<file path="config.mk">
export PLATFORM = sky130hd
export DESIGN_NAME = can_crc_ctrl
export DESIGN_NICKNAME = d
export VERILOG_FILES = /design/src/rtl/can_crc_pkg.sv /design/src/rtl/can_crc15_lfsr.sv /design/src/rtl/can_crc_ctrl.sv
export SDC_FILE = /design/constraint.sdc
export NUM_CORES = 1
export LEC_CHECK = 0
export BUFFER_PORTS_ARGS = -buffer_cell sky130_fd_sc_hd__buf_4
export CAP_MARGIN = 0
export CELL_PAD_IN_SITES_DETAIL_PLACEMENT = 1
export CELL_PAD_IN_SITES_GLOBAL_PLACEMENT = 2
export CORE_MARGIN = 2
export CORE_UTILIZATION = 30
export DETAILED_ROUTE_END_ITERATION = 8
export PLACE_DENSITY_LB_ADDON = 0.1
export SYNTH_ARGS = -nofsm -noshare
export SYNTH_HDL_FRONTEND = slang
export SYNTH_SLANG_ARGS = --single-unit
</file>
<file path="constraint.sdc">
create_clock -name clk -period 2.5 [get_ports clk]
set_input_delay 0.375 -clock clk [delete_from_list [all_inputs] [get_ports clk]]
set_output_delay 0.375 -clock clk [all_outputs]
set_load 0.005 [all_outputs]
</file>
<file path="src/rtl/can_crc_pkg.sv">
// can_crc_pkg: shared constants and state type for the CAN CRC-15 sequencer.
//   CAN_CRC_W    : CRC register width
//   CAN_CRC_POLY : CAN CRC-15 generator polynomial (x^15 term implicit)
//   crc_ctrl_state_e : controller states (ST_DLM only reachable when
//                      CAN_CRC_CTRL_DELIM_EN is defined)
package can_crc_pkg;
  localparam int CAN_CRC_W = 15;
  localparam logic [CAN_CRC_W-1:0] CAN_CRC_POLY = 15'h4599;

  typedef enum logic [2:0] {
    ST_IDLE,
    ST_DATA,
    ST_CRC,
    ST_DLM,
    ST_DONE
  } crc_ctrl_state_e;
endpackage

</file>
<file path="src/rtl/can_crc15_lfsr.sv">
// can_crc15_lfsr: serial CRC-15 register, one bit per update.
//   clk, rst : clock, async active-high reset
//   clr      : zero the register (wins over update)
//   upd      : shift din into the CRC
//   hold     : freeze the register even if upd is asserted
//   din      : serial data bit
//   crc      : current CRC register
module can_crc15_lfsr
  import can_crc_pkg::*;
#(
  parameter logic [CAN_CRC_W-1:0] POLY = CAN_CRC_POLY
) (
  input  logic                 clk,
  input  logic                 rst,
  input  logic                 clr,
  input  logic                 upd,
  input  logic                 hold,
  input  logic                 din,
  output logic [CAN_CRC_W-1:0] crc
);
  logic [CAN_CRC_W-1:0] crc_q, crc_d, shl;

  always_comb begin
    shl   = {crc_q[CAN_CRC_W-2:0], 1'b0};
    crc_d = crc_q;
    if (clr)
      crc_d = '0;
    else if (upd && !hold)
      crc_d = (crc_q[CAN_CRC_W-1] ^ din) ? (shl ^ POLY) : shl;
  end

  always_ff @(posedge clk or posedge rst)
    if (rst) crc_q <= '0;
    else     crc_q <= crc_d;

  assign crc = crc_q;
endmodule

</file>
<file path="src/rtl/can_crc_ctrl.sv">
// can_crc_ctrl: frame sequencer around the serial CAN CRC-15 engine.
//   TX (mode=0): forwards frame_len data bits, then emits the 15-bit CRC MSB-first.
//   RX (mode=1): consumes frame_len data bits plus the 15-bit CRC field, flags mismatch.
// Ports: clk/rst (async active-high), bit_tick strobe, start/mode/frame_len frame setup,
//   abort, in_bit/in_valid/in_ready input stream, out_bit/out_valid TX stream,
//   busy, done, crc_err, underrun status, crc_value.
// Config macro CAN_CRC_CTRL_DELIM_EN: adds a one-tick CRC delimiter slot (DLM)
//   that emits a recessive 1 in TX and must receive a 1 in RX.
module can_crc_ctrl
  import can_crc_pkg::*;
#(
  parameter int                   LEN_W = 7,
  parameter logic [CAN_CRC_W-1:0] POLY  = CAN_CRC_POLY
) (
  input  logic                 clk,
  input  logic                 rst,
  input  logic                 bit_tick,
  input  logic                 start,
  input  logic                 mode,
  input  logic [LEN_W-1:0]     frame_len,
  input  logic                 abort,
  input  logic                 in_bit,
  input  logic                 in_valid,
  output logic                 in_ready,
  output logic                 out_bit,
  output logic                 out_valid,
  output logic                 busy,
  output logic                 done,
  output logic                 crc_err,
  output logic                 underrun,
  output logic [CAN_CRC_W-1:0] crc_value
);
  crc_ctrl_state_e  state_q, state_d;
  logic             mode_q, mode_d;
  logic [LEN_W-1:0] len_q, len_d, cnt_q, cnt_d;
  logic [3:0]       slot_q, slot_d;
  logic             out_bit_q, out_bit_d, out_valid_q, out_valid_d;
  logic             crc_err_q, crc_err_d, underrun_q, underrun_d;
  logic             crc_clr, crc_upd, crc_bit, accept, miss, rdy;
  logic [3:0]       crc_idx;

  // RX consumes the CRC field (and delimiter) through the same handshake as data.
`ifdef CAN_CRC_CTRL_DELIM_EN
  assign rdy = (state_q == ST_DATA) || (mode_q && (state_q == ST_CRC || state_q == ST_DLM));
`else
  assign rdy = (state_q == ST_DATA) || (mode_q && state_q == ST_CRC);
`endif
  assign in_ready = rdy & bit_tick;
  assign accept   = in_ready & in_valid;
  assign miss     = in_ready & ~in_valid;
  // CRC register is frozen during the CRC field, so slot i reads bit 14-i.
  assign crc_idx  = 4'd14 - slot_q;
  assign crc_bit  = crc_value[crc_idx];

  always_comb begin
    state_d     = state_q;
    mode_d      = mode_q;
    len_d       = len_q;
    cnt_d       = cnt_q;
    slot_d      = slot_q;
    out_bit_d   = out_bit_q;
    out_valid_d = 1'b0;
    crc_err_d   = crc_err_q;
    underrun_d  = underrun_q | miss;
    crc_clr     = 1'b0;
    crc_upd     = 1'b0;
    case (state_q)
      ST_IDLE: if (start) begin
        state_d    = ST_DATA;
        mode_d     = mode;
        len_d      = (frame_len == '0) ? LEN_W'(1) : frame_len;
        cnt_d      = '0;
        slot_d     = '0;
        crc_clr    = 1'b1;
        crc_err_d  = 1'b0;
        underrun_d = 1'b0;
      end
      ST_DATA: if (accept) begin
        crc_upd = 1'b1;
        if (!mode_q) begin
          out_bit_d   = in_bit;
          out_valid_d = 1'b1;
        end
        if (cnt_q == LEN_W'(len_q - 1'b1)) begin
          state_d = ST_CRC;
          slot_d  = '0;
        end else begin
          cnt_d = cnt_q + 1'b1;
        end
      end
      ST_CRC: if (mode_q ? accept : bit_tick) begin
        if (!mode_q) begin
          out_bit_d   = crc_bit;
          out_valid_d = 1'b1;
        end else if (in_bit != crc_bit) begin
          crc_err_d = 1'b1;
        end
        if (slot_q == 4'd14)
`ifdef CAN_CRC_CTRL_DELIM_EN
          state_d = ST_DLM;
`else
          state_d = ST_DONE;
`endif
        else
          slot_d = slot_q + 4'd1;
      end
`ifdef CAN_CRC_CTRL_DELIM_EN
      ST_DLM: if (mode_q ? accept : bit_tick) begin
        if (!mode_q) begin
          out_bit_d   = 1'b1;
          out_valid_d = 1'b1;
        end else if (!in_bit) begin
          crc_err_d = 1'b1;
        end
        state_d = ST_DONE;
      end
`endif
      ST_DONE: state_d = ST_IDLE;
      default: state_d = ST_IDLE;
    endcase
    // Abort overrides everything, including a simultaneous start.
    if (abort) begin
      state_d     = ST_IDLE;
      crc_clr     = 1'b1;
      crc_upd     = 1'b0;
      out_valid_d = 1'b0;
      crc_err_d   = crc_err_q;
      underrun_d  = underrun_q;
    end
  end

  always_ff @(posedge clk or posedge rst) begin
    if (rst) begin
      state_q     <= ST_IDLE;
      mode_q      <= 1'b0;
      len_q       <= '0;
      cnt_q       <= '0;
      slot_q      <= '0;
      out_bit_q   <= 1'b0;
      out_valid_q <= 1'b0;
      crc_err_q   <= 1'b0;
      underrun_q  <= 1'b0;
    end else begin
      state_q     <= state_d;
      mode_q      <= mode_d;
      len_q       <= len_d;
      cnt_q       <= cnt_d;
      slot_q      <= slot_d;
      out_bit_q   <= out_bit_d;
      out_valid_q <= out_valid_d;
      crc_err_q   <= crc_err_d;
      underrun_q  <= underrun_d;
    end
  end

  can_crc15_lfsr #(.POLY(POLY)) u_lfsr (
    .clk  (clk),
    .rst  (rst),
    .clr  (crc_clr),
    .upd  (crc_upd),
    .hold (state_q != ST_DATA),
    .din  (in_bit),
    .crc  (crc_value)
  );

  assign out_bit   = out_bit_q;
  assign out_valid = out_valid_q;
  assign busy      = (state_q != ST_IDLE);
  assign done      = (state_q == ST_DONE);
  assign crc_err   = crc_err_q;
  assign underrun  = underrun_q;
endmodule

</file>
==> results_dict.tcl, run 1 <==
set metrics [dict create \
    status "finished clean" \
    clock_skew_ns 0.00283 \
    reg2reg_slack_ns 0.27 \
    synthXorXnorAreaFrac 0.0723 \
    grt_max_degree 42 \
    synth_area_mm2 0.00230 \
    end_kind "flop" \
    dieArea_mm2 0.00839 \
    p_leak_nw 1.34 \
    drtAntennaViolNets 0 \
    synthesis.nets 251 \
    die_x_um 91.6 \
    finalCriticalPeriod_ns 2.23 \
    finalCritPeriodShare 0.894 \
    max_freq_ghz 0.448 \
    io_buffers 36 \
    rsz0062_at_grt "false" \
    vias 1900 \
    peakVddDrop_mv 0.256 \
    synth_cell_types 48 \
    cts_sinks 41 \
    critPathLaunchType "flop" \
    grt_pass1_vias 2023 \
    drt_iter0_markers 103 \
    syn_inst 232 \
    synth_adder_area_share 0.0217 \
    async_flop_share 1.00 \
    slew_headroom 0.637 \
    cap_violations 0 \
    yosys.area_share.simple 0.190 \
    core_area_mm2 0.00733 \
    post_cts.repair.setup_buffers 0 \
    hold_viol_final 0 \
    chipHeight_um 91.6 \
    cp_num_buf_inv 1 \
    routed_via_density 5.05 \
    worst_pin_slew_ns 0.544 \
    muxShareOfSynthArea 0.0652 \
    slew_violations 0 \
    multi_input_area_mm2 0.00120 \
    slowest_delay_ns 0.52 \
    cts_buffer_depth 2 \
    root_buffer "clkbuf_8" \
    wl_per_cell_um 15.9 \
    critPathArrivalTime_ns 2.40 \
    fillers 835 \
    path_class "reg -> reg" \
    hold_buffers 0 \
    htreeDepth 2 \
    areaGrowthSynthToFinish_pct 23.2 \
    antenna_found_initial 0 \
    synth_edf_count 0 \
    drtPass1Iterations 4 \
    rows 31 \
    crit_chain "inv_1 > ha_1 > nand2_1 > or4_4 > a2111o_1 > nor4b_1 > mux2i_1" \
    grt_pass1_wl_mm 10.4 \
    cts_tree "done" \
    cts_buffers 5 \
    grt_use_total 0.156 \
    cp_top_family "simple AND/OR/NAND/NOR gates" \
    diodes 0 \
    start_util 0.314 \
    synth-seq-area-share 0.446 \
    hp-class "in -> async" \
    post_cts_resized 0 \
    ff_latch_area_mm2 0.00103 \
    nets 296 \
    hold_slack_ns 0.216 \
    critPathMaxFanout 7 \
    synthFlopType "dfrtp_1" \
    clk_pin_slew_ns 0.08 \
    drcViolationCount 0 \
    yosysWarningCount 0 \
    powerDensity_mw_per_mm2 513 \
    io_pins 37 \
    dp_slack_ns 0.267 \
    cp.required_ns 2.67 \
    setup_tns_ns 0 \
    synth_compound_area_frac 0.171 \
    critPathSlowestCell "a2111o_1" \
    clock_latency_ns 0.29 \
    drive_above_1_share 0.231 \
    ys_ff_latch 41 \
    overflow 0 \
    gp_congestion 0.780 \
    syn_area_per_cell_um2 9.92 \
    hpwl_mm 4.37 \
    synth_top_family_by_area "simple AND/OR/NAND/NOR gates" \
    wl_mm 5.99 \
    setup_ws_ns 0.266 \
    setup_viol_count_final 0 \
]
-- state kept, by name, indices dropped and copies added (netlist names) --
register / cells
cnt_q: 7
crc_err: 1
len_q: 7
mode_q: 1
out_bit: 1
out_valid: 1
slot_q: 4
state_q: 3
u_lfsr.crc: 15
underrun: 1
-- Yosys cell counts, types with 2 or more instances --
cell | number | area share
and3_1 | 4 | 0.011
o211ai_1 | 2 | 0.0065
o21ai_0 | 9 | 0.020
nand2b_1 | 6 | 0.016
mux2i_1 | 6 | 0.026
nor2_1 | 13 | 0.021
nor4b_1 | 2 | 0.0076
and2_1 | 2 | 0.0054
xor2_1 | 13 | 0.049
ha_1 | 4 | 0.022
o22ai_1 | 3 | 0.0082
a22o_1 | 15 | 0.057
dfrtp_1 | 41 | 0.45
mux4_2 | 4 | 0.039
nor3_1 | 6 | 0.013
nand3b_1 | 2 | 0.0065
nor3b_1 | 2 | 0.0065
xnor2_1 | 6 | 0.023
nor2b_1 | 4 | 0.011
nand3_1 | 5 | 0.011
clkbuf_1 | 6 | 0.0098
buf_2 | 2 | 0.0043
a31oi_1 | 3 | 0.0082
inv_1 | 10 | 0.016
a21oi_1 | 7 | 0.015
nand2_1 | 33 | 0.054
-- power breakdown --
group / total, W / internal (W) / leakage, nW / switching, W
clock network: 0.000455 / 0.000218 / 0.0433 / 0.000236
registers: 0.000744 / 0.000699 / 0.551 / 0.0000450
logic: 0.000255 / 0.000114 / 0.744 / 0.000141
-- cell usage in the layout (no fill, tap or decap), types with 3 or more instances in the layout --
master,netlist,final
a21oi_1,7,7
a22o_1,15,15
a31oi_1,3,3
and3_1,4,4
buf_4,1,47
clkbuf_8,0,6
dfrtp_1,41,41
ha_1,4,4
inv_1,10,10
mux2i_1,6,6
mux4_2,4,4
nand2_1,33,33
nand2b_1,6,6
nand3_1,5,5
nor2_1,13,13
nor2b_1,4,4
nor3_1,6,6
o21ai_0,9,9
o22ai_1,3,3
xnor2_1,6,6
xor2_1,13,13
-- final timing paths --
kind | from | endpoint | cells after the start
hold / removal | rst | u_lfsr.crc[13] | 3
setup reg to reg | len_q[0] | cnt_q[6] | 7
setup / recovery | len_q[0] | cnt_q[6] | 7
max in group asynchronous | rst | len_q[1] | 3
hold reg to reg | len_q[6] | len_q[6] | 2
min in group clk | frame_len[4] | len_q[4] | 3
-- metal layers --
layer  wire (µm)  track usage  vias up
li1            -            -      929
met1        2790        0.208      942
met2        2930        0.256       24
met3         204       0.0324        5
met4          63       0.0429        0
met5           0            0        -
-- cell type report --
| type | instances | share of cell area |
|---|---|---|
| Multi-Input combinational cell | 172 | 0.425 |
| Clock buffer | 6 | 0.0291 |
| Clock inverter | 1 | 0.00265 |
| Sequential cell | 41 | 0.362 |
| Timing Repair Buffer | 47 | 0.124 |
| Inverter | 10 | 0.0132 |
| Tap cell | 99 | 0.0437 |
-- cells by family (layout without fill, tap and decap cells) --
logic type,after synthesis,after routing
multiplexers,10,10
XOR/XNOR,19,19
buffers and inverters,19,64
AO/OA/AOI/OAI,53,53
adder cells (fa/ha/maj),4,4
AND/OR/NAND/NOR,86,86
flip-flops,41,41
-- metrics by stage --
stage,total power [W],cells,utilization,cell area [µm²]
2_1_floorplan,0.000906,232,-,2300
3_3_place_gp,0.00102,369,0.374,2750
3_5_place_dp,0.00102,369,0.374,2750
4_1_cts,0.00148,376,0.387,2840
5_1_grt,0.00155,376,0.387,2840
6_report,0.00145,376,0.387,2840
-- worst register-to-register path, stage by stage (launching register included) --
cell	delay, ns
dfrtp_1	0.42
inv_1	0.09
ha_1	0.26
nand2_1	0.08
or4_4	0.43
a2111o_1	0.52
nor4b_1	0.19
mux2i_1	0.12
Power figures use the tool's default switching activity.
==> run 2, diff against run 1 <==
--- a/config.mk
+++ b/config.mk
@@ -9,8 +9,7 @@
 export CAP_MARGIN = 0
 export CELL_PAD_IN_SITES_DETAIL_PLACEMENT = 1
 export CELL_PAD_IN_SITES_GLOBAL_PLACEMENT = 2
-export CORE_MARGIN = 2
-export CORE_UTILIZATION = 30
+export CORE_UTILIZATION = 32
 export DETAILED_ROUTE_END_ITERATION = 8
 export PLACE_DENSITY_LB_ADDON = 0.1
 export SYNTH_ARGS = -nofsm -noshare
==> results_dict.tcl, run 2 (synthesis gave the netlist of run 1 again) <==
set metrics [dict create \
    vias 1916 \
    peakVddDrop_mv 0.178 \
    wl_met2_mm 2.72 \
    grt_pass1_wl_mm 10.4 \
    hold_viol_final 0 \
    post_cts.repair.setup_buffers 0 \
    start_util 0.335 \
    cts_tree "done" \
    htreeDepth 2 \
    dp_cells 367 \
    drcViolationCount 0 \
    grt_pass1_vias 1963 \
    rows 30 \
    worst_pin_slew_ns 0.558 \
    routed.top_layer "met4" \
    wl_mm 6.05 \
    clock_latency_ns 0.30 \
    die_x_um 86.8 \
    io_buffers 36 \
    multi_input_area_mm2 0.00120 \
    drtPass1Iterations 4 \
    clk_pin_slew_ns 0.09 \
    nets 297 \
    routed_via_density 5.11 \
    hp-class "in -> async" \
    ff_latch_area_mm2 0.00103 \
    chipHeight_um 86.8 \
    setup_viol_count_final 0 \
    final_cells 375 \
    end_kind "flop" \
    routed-wl-met3_um 201 \
    antenna_found_initial 0 \
    wl_per_cell_um 16.1 \
    areaGrowthSynthToFinish_pct 23.4 \
    slew_violations 0 \
    core_area_mm2 0.00687 \
    hold_buffers 0 \
    cts_buffer_depth 2 \
    drtAntennaViolNets 0 \
    final_cell_mix "buf_4, dfrtp_1, nand2_1, a22o_1" \
    finalCriticalPeriod_ns 2.28 \
    fillers 798 \
    grt_use_total 0.181 \
    cts_sinks 41 \
    grt_max_degree 42 \
    path_class "reg -> reg" \
    powerDensity_mw_per_mm2 513 \
    diodes 0 \
    drive_above_1_share 0.237 \
    cap_violations 0 \
    slew_headroom 0.628 \
    cts_buffers 5 \
    io_pins 37 \
    hpwl_mm 4.35 \
    cp.required_ns 2.67 \
    status "finished clean" \
    critPathArrivalTime_ns 2.45 \
    root_buffer "clkbuf_8" \
    p_leak_nw 1.35 \
    dieArea_mm2 0.00754 \
    drt_iter0_markers 79 \
    final_common_cell "buf_4" \
    max_freq_ghz 0.438 \
    rsz0062_at_grt "false" \
    gp_congestion 0.770 \
    largest_reg_flops 15 \
    post_cts_resized 0 \
    clock_skew_ns 0.00647 \
    critPathMaxFanout 7 \
    wl_met1_mm 3.07 \
    finalCritPeriodShare 0.913 \
    critPathLaunchType "flop" \
    setup_tns_ns 0 \
    overflow 0 \
]
[run 2: changes by cell type in the layout (fill, tap and decap cells not counted), sizes merged]
| cell | delta |
|---|---|
| clkbuf | -1 |
| buf | +1 |
| clkinvlp | -1 |
| clkinv | +3 |
[run 2: area by class of cell]
| cell class | count | area share |
|---|---|---|
| tap | 96 | 0.0423 |
| multi-input combinational | 172 | 0.424 |
| sequential | 41 | 0.361 |
| clock buffer | 5 | 0.0242 |
| timing repair buffer | 48 | 0.127 |
| clock inverter | 3 | 0.00793 |
| inverter | 10 | 0.0132 |
[run 2: layer usage]
layer  GRT usage  vias to the layer above
li1            -                      931
met1       0.269                      943
met2       0.268                       36
met3      0.0352                        6
met4      0.0455                        0
met5           0                        -
[run 2: metrics by stage]
stage               power, W  cell area (µm²)  utilization  setup WS (ns)  hold slack (ns)
finish               0.00146             2840        0.413          0.219            0.209
global route         0.00155             2840        0.413         0.0696            0.257
global placement     0.00102             2750        0.400          0.295            0.491
detailed placement   0.00102             2750        0.400          0.259            0.501
floorplan           0.000906             2300            -          0.146            0.465
CTS                  0.00148             2840        0.413          0.204            0.223
[run 2: worst paths after layout]
| kind | endpoint | slack, ns | cells after the start | startpoint |
|---|---|---|---|---|
| worst max-delay path | cnt_q[6] | 0.22 | 7 | len_q[0] |
| min in group clk | len_q[4] | 0.27 | 3 | frame_len[4] |
| worst max register to register | cnt_q[6] | 0.22 | 7 | len_q[0] |
| worst min-delay path | u_lfsr.crc[5] | 0.21 | 3 | rst |
| max in group asynchronous | underrun | 1.91 | 3 | rst |
| worst min register to register | len_q[6] | 0.52 | 2 | len_q[6] |
[run 2: worst max-delay path, stage by stage, from the launching register on]
cell and delay, ns:
dfrtp_1 0.43, inv_1 0.09, ha_1 0.26, nand2_1 0.08, or4_4 0.43, a2111o_1 0.53, nor4b_1 0.20, mux2i_1 0.13
[run 2: report_power, final]
group	switching, W	leakage [nW]	internal (W)	total, W
registers	0.0000427	0.551	0.000699	0.000742
clock network	0.000255	0.0481	0.000198	0.000453
logic	0.000143	0.748	0.000118	0.000261
total	0.000440	1.35	0.00102	0.00146
==> run 3, diff against run 2 <==
--- a/config.mk
+++ b/config.mk
@@ -5,7 +5,7 @@
 export SDC_FILE = /design/constraint.sdc
 export NUM_CORES = 1
 export LEC_CHECK = 0
-export BUFFER_PORTS_ARGS = -buffer_cell sky130_fd_sc_hd__buf_4
+export BUFFER_PORTS_ARGS = -buffer_cell sky130_fd_sc_hd__buf_2
 export CAP_MARGIN = 0
 export CELL_PAD_IN_SITES_DETAIL_PLACEMENT = 1
 export CELL_PAD_IN_SITES_GLOBAL_PLACEMENT = 2
==> results_dict.tcl, run 3 (synthesis gave the netlist of run 1 again) <==
set metrics [dict create \
    powerDensity_mw_per_mm2 528 \
    wl_met2_mm 2.48 \
    status "finished clean" \
    slew_headroom 0.608 \
    die_x_um 86.8 \
    ff2ff_path_depth 6 \
    hold_buffers 0 \
    clk_pin_slew_ns 0.10 \
    cp_top_family "multiplexers" \
    dp_cells 368 \
    post_cts_resized 0 \
    startpoint "slot_q[1]" \
    nets 298 \
    root_buffer "clkbuf_8" \
    antenna_found_initial 0 \
    wl_met1_mm 3.09 \
    io_buffers 36 \
    critPathMaxFanout 6 \
    drtAntennaViolNets 0 \
    drcViolationCount 0 \
    final_common_cell "dfrtp_1" \
    drt_iter0_markers 65 \
    drive_above_1_share 0.239 \
    p_leak_nw 1.34 \
    io_pins 37 \
    clkPwrFrac 0.322 \
    critPathSlowestCell "mux4_2" \
    p_sw_frac 0.308 \
    slew_violations 0 \
    rsz0062_at_grt "false" \
    switchingPower_w 0.000449 \
    overflow 0 \
    cp_common_cell "mux4_2" \
    dieArea_mm2 0.00754 \
    vias 1921 \
    hp-class "in -> async" \
    gp_congestion 0.778 \
    worst_pin_slew_ns 0.587 \
    max_freq_ghz 0.446 \
    cts_buffers 5 \
    r2r_start "slot_q[1]" \
    areaGrowthSynthToFinish_pct 19.9 \
    crit_chain "ha_1 > mux4_2 > mux4_2 > xor2_1 > a31oi_1 > nor2_1" \
    setup_tns_ns 0 \
    htreeDepth 2 \
    rr_endpoint "crc_err" \
    diodes 0 \
    hold_viol_final 0 \
    wl_mm 5.84 \
    grt_use_total 0.172 \
    finalCriticalPeriod_ns 2.24 \
    reg2reg_slack_ns 0.26 \
    grt_pass1_wl_mm 9.93 \
    final_cells 376 \
    grt_pass1_vias 1963 \
    critPathLaunchType "flop" \
    seqPwrFrac 0.507 \
    routed_via_density 5.11 \
    p_int_w 0.00101 \
    grt_max_degree 17 \
    chipHeight_um 86.8 \
    final_cell_mix "dfrtp_1, buf_2, nand2_1, a22o_1" \
    drtPass1Iterations 4 \
    rows 30 \
    largest_reg_flops 15 \
    core_area_mm2 0.00687 \
    cts_sinks 41 \
    routed-wl-met3_um 187 \
    cp_num_buf_inv 0 \
    wl_per_cell_um 15.5 \
    fillers 806 \
    cap_violations 0 \
    finalCritPeriodShare 0.898 \
    path_class "reg -> reg" \
    cts_buffer_depth 2 \
    slowest_delay_ns 0.52 \
    cts_tree "done" \
    routed.top_layer "met4" \
    start_util 0.335 \
    setup_viol_count_final 0 \
    critPathArrivalTime_ns 2.44 \
    clock_skew_ns 0.0107 \
    end_kind "flop" \
    hpwl_mm 4.34 \
    cp.required_ns 2.69 \
    post_cts.repair.setup_buffers 0 \
    clock_latency_ns 0.30 \
    pwr-share-comb 0.171 \
    peakVddDrop_mv 0.251 \
]
## run 3: how the worst max path moves through the flow
stage                to  slack (ns)  cells past startpoint
6_report        crc_err        0.26                      6
5_1_grt        cnt_q[2]        0.09                      6
4_1_cts         crc_err        0.25                      6
3_5_place_dp   cnt_q[6]        0.24                      7
3_3_place_gp    crc_err        0.28                      6
2_1_floorplan   crc_err        0.15                      8
## run 3: stage by stage
step           total power [W]  utilization  instance area [µm²]  hold WS, ns  setup slack [ns]
6_report               0.00146        0.402                 2760        0.111             0.256
4_1_cts                0.00149        0.402                 2760        0.125             0.247
2_1_floorplan         0.000906            -                 2300        0.465             0.146
3_3_place_gp           0.00100        0.388                 2670        0.473             0.281
3_5_place_dp           0.00101        0.388                 2670        0.476             0.244
5_1_grt                0.00154        0.402                 2760        0.153            0.0851
## run 3: per-layer routing
| layer | global-route usage | vias up |
|---|---|---|
| li1 | - | 942 |
| met1 | 0.246 | 939 |
| met2 | 0.263 | 34 |
| met3 | 0.0295 | 6 |
| met4 | 0.0545 | 0 |
| met5 | 0 | - |
## run 3: area by class of cell
type,count,area (µm²),area share
Clock inverter,3,25.0,0.00907
Sequential cell,41,1030,0.372
Multi-Input combinational cell,172,1200,0.437
Tap cell,96,120,0.0435
Clock buffer,5,68.8,0.0249
Inverter,10,37.5,0.0136
Timing Repair Buffer,49,278,0.101
## run 3: power groups by stage
| stage | logic [W] | registers, W | clock network (W) |
|---|---|---|---|
| CTS | 0.000254 | 0.000741 | 0.000494 |
| detailed placement | 0.000252 | 0.000753 | 0 |
| floorplan | 0.000161 | 0.000745 | 0 |
| global placement | 0.000251 | 0.000753 | 0 |
| finish | 0.000248 | 0.000739 | 0.000469 |
| global route | 0.000282 | 0.000747 | 0.000515 |
## run 3: worst reg2reg max path: stages (launching register included)
cell,delay (ns)
dfrtp_1,0.43
ha_1,0.46
mux4_2,0.34
mux4_2,0.52
xor2_1,0.16
a31oi_1,0.16
nor2_1,0.05
